<file path="src/rtl/vga_fetch_arbiter.sv">
// rtl/vga_fetch_arbiter.sv - single-port SRAM slot arbiter: display fetch, host write FIFO, 1bpp pixel shifter
module vga_fetch_arbiter #(
    parameter int FIFO_DEPTH = 4,
    parameter int ADDR_W     = 16
) (
    input  logic              clk,
    input  logic              rst_n,
    input  logic [8:0]        row,
    input  logic [9:0]        col,
    input  logic              wr_valid,
    input  logic [ADDR_W-1:0] wr_addr,
    input  logic [7:0]        wr_data,
    output logic              wr_ready,
    output logic              mem_re,
    output logic              mem_we,
    output logic [ADDR_W-1:0] mem_addr,
    output logic [7:0]        mem_wdata,
    input  logic [7:0]        mem_rdata,
    output logic              pixel,
    output logic              pixel_valid
);

    localparam int PTR_W = $clog2(FIFO_DEPTH);
    localparam int CNT_W = PTR_W + 1;

    logic [ADDR_W-1:0] fifo_addr [FIFO_DEPTH];
    logic [7:0]        fifo_data [FIFO_DEPTH];
    logic [PTR_W-1:0]  wr_ptr;
    logic [PTR_W-1:0]  rd_ptr;
    logic [CNT_W-1:0]  count;
    logic              full;
    logic              empty;
    logic              push;
    logic              pop;

    logic              active;
    logic              fetch_mid;
    logic              fetch_eol;
    logic              fetch;
    logic [8:0]        next_line;
    logic [8:0]        fetch_line;
    logic [6:0]        fetch_word;
    logic [9:0]        col_plus2;
    logic [ADDR_W-1:0] line_ext;
    logic [ADDR_W-1:0] fetch_addr;
    logic [6:0]        shift;

    assign full     = (count == CNT_W'(FIFO_DEPTH));
    assign empty    = (count == '0);
    assign wr_ready = !full;
    assign push     = wr_valid && !full;

    assign active    = (col < 10'd640) && (row < 9'd480);
    assign next_line = (row == 9'd524) ? 9'd0 : row + 9'd1;
    assign col_plus2 = col + 10'd2;

    // Mid-line fetch two columns ahead of the word boundary; col 798 prefetches word 0 of the next line
    assign fetch_mid = (col[2:0] == 3'd6) && (col < 10'd632) && (row < 9'd480);
    assign fetch_eol = (col == 10'd798) && (next_line < 9'd480);
    assign fetch     = fetch_mid || fetch_eol;
    assign pop       = !fetch && !empty;

    assign fetch_line = fetch_eol ? next_line : row;
    assign fetch_word = fetch_eol ? 7'd0 : col_plus2[9:3];
    assign line_ext   = ADDR_W'(fetch_line);
    assign fetch_addr = (line_ext << 6) + (line_ext << 4) + ADDR_W'(fetch_word);

    always_ff @(posedge clk) begin
        if (push) begin
            fifo_addr[wr_ptr] <= wr_addr;
            fifo_data[wr_ptr] <= wr_data;
        end
    end

    always_ff @(posedge clk or negedge rst_n) begin
        if (!rst_n) begin
            wr_ptr <= '0;
            rd_ptr <= '0;
            count  <= '0;
        end else begin
            if (push) begin
                wr_ptr <= wr_ptr + 1'b1;
            end
            if (pop) begin
                rd_ptr <= rd_ptr + 1'b1;
            end
            case ({push, pop})
                2'b10:   count <= count + 1'b1;
                2'b01:   count <= count - 1'b1;
                default: count <= count;
            endcase
        end
    end

    always_ff @(posedge clk or negedge rst_n) begin
        if (!rst_n) begin
            mem_re    <= 1'b0;
            mem_we    <= 1'b0;
            mem_addr  <= '0;
            mem_wdata <= '0;
        end else begin
            mem_re <= fetch;
            mem_we <= pop;
            if (fetch) begin
                mem_addr <= fetch_addr;
            end else if (pop) begin
                mem_addr  <= fifo_addr[rd_ptr];
                mem_wdata <= fifo_data[rd_ptr];
            end
        end
    end

    // Read data lands in the col[2:0]==0 cycle, so the word loads exactly on its first pixel
    always_ff @(posedge clk or negedge rst_n) begin
        if (!rst_n) begin
            pixel       <= 1'b0;
            pixel_valid <= 1'b0;
            shift       <= '0;
        end else begin
            pixel_valid <= active;
            if (!active) begin
                pixel <= 1'b0;
            end else if (col[2:0] == 3'd0) begin
                pixel <= mem_rdata[7];
                shift <= mem_rdata[6:0];
            end else begin
                pixel <= shift[6];
                shift <= {shift[5:0], 1'b0};
            end
        end
    end

endmodule

</file>
<file path="config.mk">
export PLATFORM = sky130hd
export DESIGN_NAME = vga_fetch_arbiter
export DESIGN_NICKNAME = d
export VERILOG_FILES = /design/src/rtl/vga_fetch_arbiter.sv
export SDC_FILE = /design/constraint.sdc
export NUM_CORES = 1
export LEC_CHECK = 0
export CORE_MARGIN = 3
export CORE_UTILIZATION = 59
export DETAILED_ROUTE_END_ITERATION = 10
export PLACE_DENSITY_LB_ADDON = 0.08
export SYNTH_ARGS = -nofsm -noshare
export SYNTH_HDL_FRONTEND = slang
export SYNTH_SLANG_ARGS = --single-unit
export TNS_END_PERCENT = 5
</file>
<file path="constraint.sdc">
create_clock -name clk -period 5 [get_ports clk]
set_input_delay 0.5 -clock clk [delete_from_list [all_inputs] [get_ports clk]]
set_output_delay 0.5 -clock clk [all_outputs]
set_load 0.02 [all_outputs]
</file>
# After elaboration in Yosys (flattened, before gate mapping)
# Memories as Yosys holds them, arrays and structs flattened. A register that Yosys moved wholly into a read port is not among the register bits.
# Index checks and enable logic that the tools add are counted.
classes:
  reduce_logical: 16
  n_lt_le_gt_ge: 4
  n_bitwise: 1
  muxes: 11
  n_mul: 0
  n_eq_ne: 6
  n_addsub: 8
  div_mod_pow: 0
  n_shift: 0
op_table:
  columns: ["cell", "count"]
  rows:
  - ["two-way mux 16 bit", 2]
  - ["< comparator 10 bit, second input constant", 2]
  - ["< comparator 9 bit, second input constant", 2]
  - ["two-way mux 9 bit", 2]
  - ["adder 15 x 13 -> 16 bit", 1]
  - ["adder 16 x 7 -> 16 bit", 1]
  - ["two-way mux 7 bit", 2]
  - ["adder 10 x 2 -> 10 bit, second input constant", 1]
  - ["== test 10 bit, second input constant", 1]
  - ["adder 9 x 1 -> 9 bit, second input constant", 1]
  - ["== test 9 x 4 -> 1 bit, second input constant", 1]
  - ["== test 3 bit, second input constant", 2]
  - ["logical AND 1 bit", 6]
  - ["zero test 3 bit", 2]
  - ["one-hot mux 3 bit (2 select lines)", 1]
  - ["adder 2 x 1 -> 2 bit, second input constant", 2]
  - ["zero test 1 bit", 4]
  - ["two-way mux 1 bit", 4]
  - ["nonzero test 2 bit", 2]
  - ["adder 3 x 1 -> 3 bit, second input constant", 1]
  - ["subtractor 3 x 1 -> 3 bit, second input constant", 1]
  - ["== test 2 x 1 -> 1 bit, second input constant", 1]
  - ["== test 2 bit, second input constant", 1]
  - ["AND reduction 2 bit", 1]
  - ["2 further kinds", 2]
totals:
  ff_bits: 34
  mem_bits_ro: 0
  n_memories: 2
  input_bits: 54
  out_inout_bits: 29
  word_cells: 57
  latch_bits: 0
  ram_bits: 96
mem_list:
  columns: ["name", "words", "word_bits", "rd", "rd_clocked_by_memory_dff", "wr", "line_no", "source"]
  rows:
  - ["fifo_addr", 4, 16, 1, 0, 1, "26", "logic [ADDR_W-1:0] fifo_addr [FIFO_DEPTH];"]
  - ["fifo_data", 4, 8, 1, 1, 1, "27", "logic [7:0] fifo_data [FIFO_DEPTH];"]

# Longest topological paths before layout
# Gate-level depths: netlist (run 1).
logic_depth:
  ltp_word: 9
  depth_mapped: 16
  depth_no_buf: 16

# Worst setup path before layout (run 1)
# Ideal clock, no wire load.
synth_path:
  path_kind: "input to register"
  start: "input port col[0]"
  end: "register mem_addr[15]"
  stages: 14
  required_time_ns: 4.872
  setup_time_ns: 0.128
  arrival_time_ns: 4.342
  n_path_buf: 0
  setup_slack_ns: 0.531
  path_cell_list: "or4b_1 -> or3_4 -> a311oi_4 -> nand2b_1 -> o21a_1 -> fa_1 -> inv_1 -> fa_1 -> a211oi_1 -> o21bai_1 -> a2111oi_0 -> nor3_1 -> a21oi_1 -> o22ai_1"
synth_via:
  elab_chain_len: 7
synth_rtl:
  columns: ["element", "line_no", "source"]
  rows:
  - ["from (decl)", "9", "input logic [9:0] col,"]
  - ["parallel branches: the longest is 7 deep, another holds adder 15 x 13 -> 16 bit", null, null]
  - ["to (signal assigned)", "105", "mem_addr <= fetch_addr;"]
  - ["to (signal assigned)", "107", "mem_addr <= fifo_addr[rd_ptr];"]
  - ["to (decl)", "16", "output logic [ADDR_W-1:0] mem_addr,"]
# Parallel ways; which one is timed is not known.
# A chain may end at the register's enable or synchronous reset.

# Final worst setup path (run 1)
# Same ends and word-level chain as after synthesis.

==> results of run 1 <==
[cell type report]
| type | count | area (sq um) |
|---|---|---|
| sequential | 138 | 3934 |
| multi-input combinational | 255 | 2285 |
| inverter | 15 | 57.56 |
| timing repair buffer | 104 | 980.9 |
| clock buffer | 19 | 431.7 |
| clock inverter | 13 | 143.9 |
| fill | 590 | 2367 |
| tap | 136 | 170.2 |
[how the worst max path moves through the flow]
stage / endpoint / slack [ns] / cells after the start
floorplan: mem_addr[15] / 0.53 / 14
global placement: mem_addr[15] / 0.09 / 15
detailed placement: mem_addr[15] / 0.04 / 15
CTS: mem_addr[15] / 0.58 / 15
global route: mem_addr[13] / 0.27 / 15
finish: mem_addr[15] / 0.55 / 15
[metal layers]
metal / vias up / global-route usage
li1: 1844 / -
met4: 0 / 0.08905
met1: 1993 / 0.3283
met2: 139 / 0.4150
met3: 19 / 0.05696
met5: - / 0
[cell usage after synthesis, drive strengths merged, types with 9 or more instances]
master / instances / area (sq um)
edfxtp: 96 / 2883
dfrtp: 42 / 1051
nand2: 30 / 112.6
o21ai: 29 / 145.1
ha: 24 / 300.3
mux4: 24 / 540.5
mux2i: 20 / 200.2
inv: 14 / 52.55
nor2: 12 / 47.55
xor2: 12 / 105.1
a21oi: 9 / 45.04
mux2: 9 / 127.6
nor3: 9 / 50.05
xnor2: 9 / 78.83
[flip-flops by register name, summed over array words and instances (netlist names)]
signal and cells:
fifo_addr 64, fifo_data 32, mem_addr 16, mem_wdata 8
shift 7, count 3, rd_ptr 2, wr_ptr 2
mem_re 1, mem_we 1, pixel 1, pixel_valid 1
[cell families after synthesis]
family | share of synthesized area
compound gates | 0.06924
xor+xnor | 0.02900
fa+ha+maj | 0.05682
buf+inv | 0.02032
flops | 0.6202
mux | 0.1369
simple gates | 0.06747
[per-stage QoR]
stage,setup slack (ns),power [uW]
finish,0.5494,4377
global route,0.2726,4584
CTS,0.5750,4420
floorplan,0.5306,2612
detailed placement,0.03621,3177
global placement,0.09414,3116
[power breakdown]
part / switching (uW) / internal [uW] / total (uW)
Sequential: 189 / 1550 / 1740
Clock: 477 / 727 / 1200
Combinational: 705 / 728 / 1430
[critical path: cells and delay by family]
family	cells	cell delay, ns
adders and majority gates	2	0.99
and+or+nand+nor	4	1.17
AOI/OAI and AO/OA	7	1.68
buffers and inverters	2	0.50
==> impl_metrics.json, run 1 <==
{
  "status": "completed",
  "post_synth_instance_area_sq_um": 6342,
  "topRoutingLayerUsed": "met4",
  "post_dp_cell_area_sq_um": 7427,
  "area_growth_syn_to_layout_pct": 26.18,
  "nature_of_the_critical_path_startpoint": "input port",
  "clk_pin_slew_worst_paths_ns": 0.06,
  "final-instance-count-excl-fill": 680,
  "postSynth.asyncResetShare": 0.3043,
  "worst_r2r_path_depth": 5,
  "cp_common_cell": "sky130_fd_sc_hd__fa_1",
  "wl_met1_um": 5781,
  "setup_violators_final": 0,
  "synth.ff_latch_count": 138,
  "cts_inserted_buffers": 17,
  "num_vias": 3995,
  "ys_dominant_reg_cell": "sky130_fd_sc_hd__edfxtp_1",
  "die_w_um": 109.7,
  "synth_enable_flop_cells": 96,
  "grt_setup_unrepaired": "no",
  "clk_lat_worst_skew_ns": 0.52,
  "grt_antenna_before_repair": 0,
  "final.min_clock_period_ns": 4.451,
  "post-cts-setup-buffer-count": 0,
  "drc": 0,
  "timing.reg2reg.setup_slack_ns": 2.53,
  "dr.first_iter.drc_count": 295,
  "post-route-cell-area_sq_um": 8003,
  "die_height_um": 109.7,
  "required_time_reported_for_the_critical_path_endpoint_ns": 5.38,
  "worst-slew-pin-transition_ns": 0.9992,
  "detailedPlacementHpwl_um": 8980,
  "dp_cells": 648,
  "critical_path.startpoint": "col[0]",
  "pin_count_of_the_biggest_net_entering_global_routing": 43,
  "headroom_to_the_max_slew_limit": 0.3339,
  "clock-sinks": 138,
  "cts.hold.buffers_added": 0,
  "finalWeightedCongestion": 0.9287,
  "tritoncts": "built",
  "synth_nets": 503,
  "core_outline_area_sq_um": 10370,
  "globalRoute.totalOverflow": 0,
  "reg2reg_to": "mem_addr[14]",
  "fp-row-count": 37,
  "layout_common_cells": "sky130_fd_sc_hd__edfxtp_1 (96), sky130_fd_sc_hd__clkdlybuf4s50_1 (81), sky130_fd_sc_hd__dfrtp_1 (42), sky130_fd_sc_hd__nand2_1 (30)",
  "avgSynthCellArea_sq_um": 15.03,
  "final_min_period_over_clock_period": 0.8901,
  "yosysWarnings": 0,
  "worst_hold_path_type": "input port to asynchronous set/reset pin",
  "maxCapViolCount": 0,
  "syn_inst": 422,
  "finClkSkew_ns": 0.01082,
  "vdd_ir_drop_max_mv": 0.4935,
  "report.final.hold_viol_count": 0,
  "fmaxAchievable_ghz": 0.2247,
  "finalWirelength_um": 13960,
  "drt_first_pass_iters": 4,
  "floorplan.initialDensity": 0.6116,
  "portion_of_the_post_synthesis_area_used_by_sequential_elements": 0.6202,
  "maxSlewViolCount": 0,
  "critical_path_cell_with_the_highest_stage_delay": "sky130_fd_sc_hd__or4b_1",
  "layout.cells.most_common": "sky130_fd_sc_hd__edfxtp_1",
  "ctsLongestPathBuffers": 2,
  "via_per_inst": 5.875,
  "die_ar_sq_um": 12030,
  "timing.critical_path.slowest_cell_delay_ns": 0.54,
  "wl_per_cell_um": 20.53,
  "total_leakage_power_uw": 0.003008,
  "regToRegStartpoint": "rd_ptr[0]",
  "worstPathCellList": "clkdlybuf4s50_1 -> or4b_1 -> or3_4 -> a311oi_4 -> nand2_1 -> o21a_1 -> fa_1 -> inv_1 -> fa_1 -> a211oi_1 -> o21bai_1 -> a2111oi_0 -> nor3_1 -> a21oi_1 -> o22ai_1",
  "routed-wl-met3_um": 849,
  "global_route_wire_length_before_repair_um": 21880,
  "cp-end-kind": "flip-flop",
  "fin_worst_hold_slack_ns": 0.1277,
  "cts_repair_resize_count": 0,
  "insertedDiodeCount": 0,
  "route.met2.wl_um": 7038,
  "cp_max_fo": 4,
  "portBuffers": 82,
  "ios": 83,
  "via_count_of_the_first_global_routing_pass": 4067,
  "synth.lib_cells_used.distinct": 51,
  "layout_cells_sized_above_1": 0.1710,
  "nets": 612,
  "remaining_antenna_violation_count_after_routing": 0,
  "total_power_density_per_cell_area_nw_per_um2": 546.9,
  "final_core_utilization": 0.7717,
  "setup-tns-final_ns": 0,
  "critical_path_arrival_ns": 4.83,
  "global_route_usage_sum": 0.2505,
  "setup.worst_path.class": "input port to flip-flop",
  "cts.htree.levels": 4,
  "cts-root-buf": "sky130_fd_sc_hd__clkbuf_8"
}
Power figures use the tool's default switching activity.
==> inputs of run 2 (changes only) <==
--- a/config.mk
+++ b/config.mk
@@ -5,9 +5,11 @@
 export SDC_FILE = /design/constraint.sdc
 export NUM_CORES = 1
 export LEC_CHECK = 0
+export CORE_ASPECT_RATIO = 1.1
 export CORE_MARGIN = 3
 export CORE_UTILIZATION = 59
 export DETAILED_ROUTE_END_ITERATION = 10
+export GPL_TIMING_DRIVEN = 0
 export PLACE_DENSITY_LB_ADDON = 0.08
 export SYNTH_ARGS = -nofsm -noshare
 export SYNTH_HDL_FRONTEND = slang
==> run 2 against run 1 <==
Against the previous run: first-iteration DRC count fell by 23%; wire length fell by 2.8%; sequential power fell by 3%; maximum frequency fell by 7.3%; critical path depth did not move; combinational power barely moved; critical path type unchanged.
==> impl_metrics.json, run 2 (same netlist as run 1, synthesis figures left out) <==
{
  "setup-tns-final_ns": 0,
  "pin_count_of_the_biggest_net_entering_global_routing": 30,
  "remaining_antenna_violation_count_after_routing": 0,
  "num_vias": 3983,
  "via_count_of_the_first_global_routing_pass": 4157,
  "total_power_density_per_cell_area_nw_per_um2": 546.1,
  "cts-root-buf": "sky130_fd_sc_hd__clkbuf_16",
  "p_comb_frac": 0.336,
  "setup_violators_final": 0,
  "die_w_um": 104.9,
  "portBuffers": 81,
  "fmaxAchievable_ghz": 0.2083,
  "tritoncts": "built",
  "required_time_reported_for_the_critical_path_endpoint_ns": 5.29,
  "ios": 83,
  "detailedPlacementHpwl_um": 8957,
  "insertedDiodeCount": 0,
  "timing.reg2reg.setup_slack_ns": 2.44,
  "report.final.hold_viol_count": 0,
  "cp_max_fo": 6,
  "nets": 607,
  "drt_first_pass_iters": 5,
  "global_route_usage_sum": 0.2378,
  "clk_pin_slew_worst_paths_ns": 0.06,
  "fp-row-count": 39,
  "headroom_to_the_max_slew_limit": 0.1176,
  "detailedPlace.worstSlack_ns": -0.4671,
  "core_outline_area_sq_um": 10440,
  "clock-sinks": 138,
  "switchingPower_uw": 1338,
  "sequentialPowerShare": 0.389,
  "worst_hold_path_type": "flip-flop to flip-flop",
  "power.share.clock": 0.275,
  "cts.htree.levels": 4,
  "die_ar_sq_um": 12030,
  "cp-end-kind": "flip-flop",
  "fin_worst_hold_slack_ns": 0.4813,
  "layout.cells.most_common": "sky130_fd_sc_hd__edfxtp_1",
  "clk_lat_worst_skew_ns": 0.41,
  "maxCapViolCount": 0,
  "largest_reg_flops": 64,
  "post-route-worst-setup-slack_ns": 0.1988,
  "die_height_um": 114.7,
  "dr.first_iter.drc_count": 226,
  "switching_share": 0.3082,
  "area_growth_syn_to_layout_pct": 25.31,
  "max_flop_register": "fifo_addr",
  "maxSlewViolCount": 0,
  "wl_per_cell_um": 19.90,
  "biggestRegsByFlops": "fifo_addr: 64 flops, fifo_data: 32 flops, mem_addr: 16 flops",
  "finalWirelength_um": 13570,
  "via_per_inst": 5.840,
  "grt_antenna_before_repair": 0,
  "globalRoute.totalOverflow": 0,
  "final_min_period_over_clock_period": 0.9602,
  "internal-power_uw": 3002,
  "global_route_wire_length_before_repair_um": 21760,
  "finClkSkew_ns": 0.007959,
  "finalWeightedCongestion": 0.8733,
  "floorplan.initialDensity": 0.6074,
  "total_leakage_power_uw": 0.002939,
  "vdd_ir_drop_max_mv": 0.3595,
  "setup.worst_path.class": "input port to flip-flop",
  "drc": 0,
  "final.min_clock_period_ns": 4.801,
  "fillers": 690,
  "layout_cells_sized_above_1": 0.1373,
  "layout_common_cells": "sky130_fd_sc_hd__edfxtp_1 (96), sky130_fd_sc_hd__clkdlybuf4s50_1 (80), sky130_fd_sc_hd__dfrtp_1 (42), sky130_fd_sc_hd__nand2_1 (30)",
  "ctsLongestPathBuffers": 2,
  "cts_inserted_buffers": 17,
  "critical_path_arrival_ns": 5.09,
  "worst-slew-pin-transition_ns": 1.313,
  "final_core_utilization": 0.7611,
  "status": "completed",
  "nature_of_the_critical_path_startpoint": "input port"
}
[run 2: changes by cell type in the layout (fill, tap and decap cells not counted), sizes merged]
cell	change
buf	-13
clkbuf	+10
clkdlybuf4s50	-1
clkinv	-1
dlygate4sd3	+1
inv	-1
[run 2: what timing repair did]
item	CTS	global route
setup endpoints to repair	2	2
setup buffers	1	1
hold endpoints to repair	4	0
resized for setup	0	3
pin swaps	1	1
hold buffers	1	0
[run 2: layer usage]
layer | share of wire | vias up | GRT usage
met2 | 0.52 | 131 | 0.4031
met1 | 0.42 | 2004 | 0.3036
met5 | 0 | - | 0
met3 | 0.050 | 16 | 0.05615
li1 | - | 1832 | -
met4 | 0.013 | 0 | 0.08836
[run 2: path summary, 6_finish.rpt]
path / depth (start not counted) / start / endpoint
max in group asynchronous: 3 / rst_n / rd_ptr[1]
worst max register to register: 5 / rd_ptr[0] / mem_addr[11]
worst min register to register: 2 / shift[1] / shift[1]
worst min-delay path: 2 / shift[1] / shift[1]
worst max-delay path: 15 / col[8] / mem_addr[13]
min in group asynchronous: 2 / rst_n / shift[1]
[run 2: power by group through the flow]
stage	clock [uW]	sequential (uW)	combinational [uW]
2_1_floorplan	0	1790	824
3_3_place_gp	0	1680	1420
3_5_place_dp	0	1700	1460
4_1_cts	1210	1690	1480
5_1_grt	1260	1720	1570
6_report	1190	1690	1460
[run 2: layout make-up]
cell class              instances  area, sq um  share of cell area
multi-input cells             255         2292              0.2884
well taps                     143        178.9             0.02251
clock buffers                  21        440.4             0.05542
plain buffers                  14        71.32            0.008974
clock inverters                11        122.6             0.01543
inverters                      15        57.56            0.007242
flip-flops and latches        138         3934              0.4950
repair buffers                 85        850.8              0.1071
[run 2: through the flow]
stage               instances  total power [uW]  instance area [sq um]
finish                    682              4340                   7948
global route              682              4540                   7948
CTS                       681              4377                   7928
detailed placement        647              3165                   7347
global placement          646              3102                   7332
floorplan                 422              2612                   6342
[run 2: worst max-delay path: stages]
cell	delay, ns
sky130_fd_sc_hd__clkdlybuf4s50_1	0.60
sky130_fd_sc_hd__or4b_1	0.46
sky130_fd_sc_hd__or3_4	0.37
sky130_fd_sc_hd__a311oi_4	0.38
sky130_fd_sc_hd__nand2b_1	0.15
sky130_fd_sc_hd__o21a_1	0.21
sky130_fd_sc_hd__fa_1	0.51
sky130_fd_sc_hd__inv_1	0.07
sky130_fd_sc_hd__fa_1	0.51
sky130_fd_sc_hd__a211oi_2	0.30
sky130_fd_sc_hd__o21bai_1	0.14
sky130_fd_sc_hd__a2111oi_1	0.45
sky130_fd_sc_hd__nor3_1	0.16
sky130_fd_sc_hd__xnor2_1	0.20
sky130_fd_sc_hd__a21oi_1	0.09
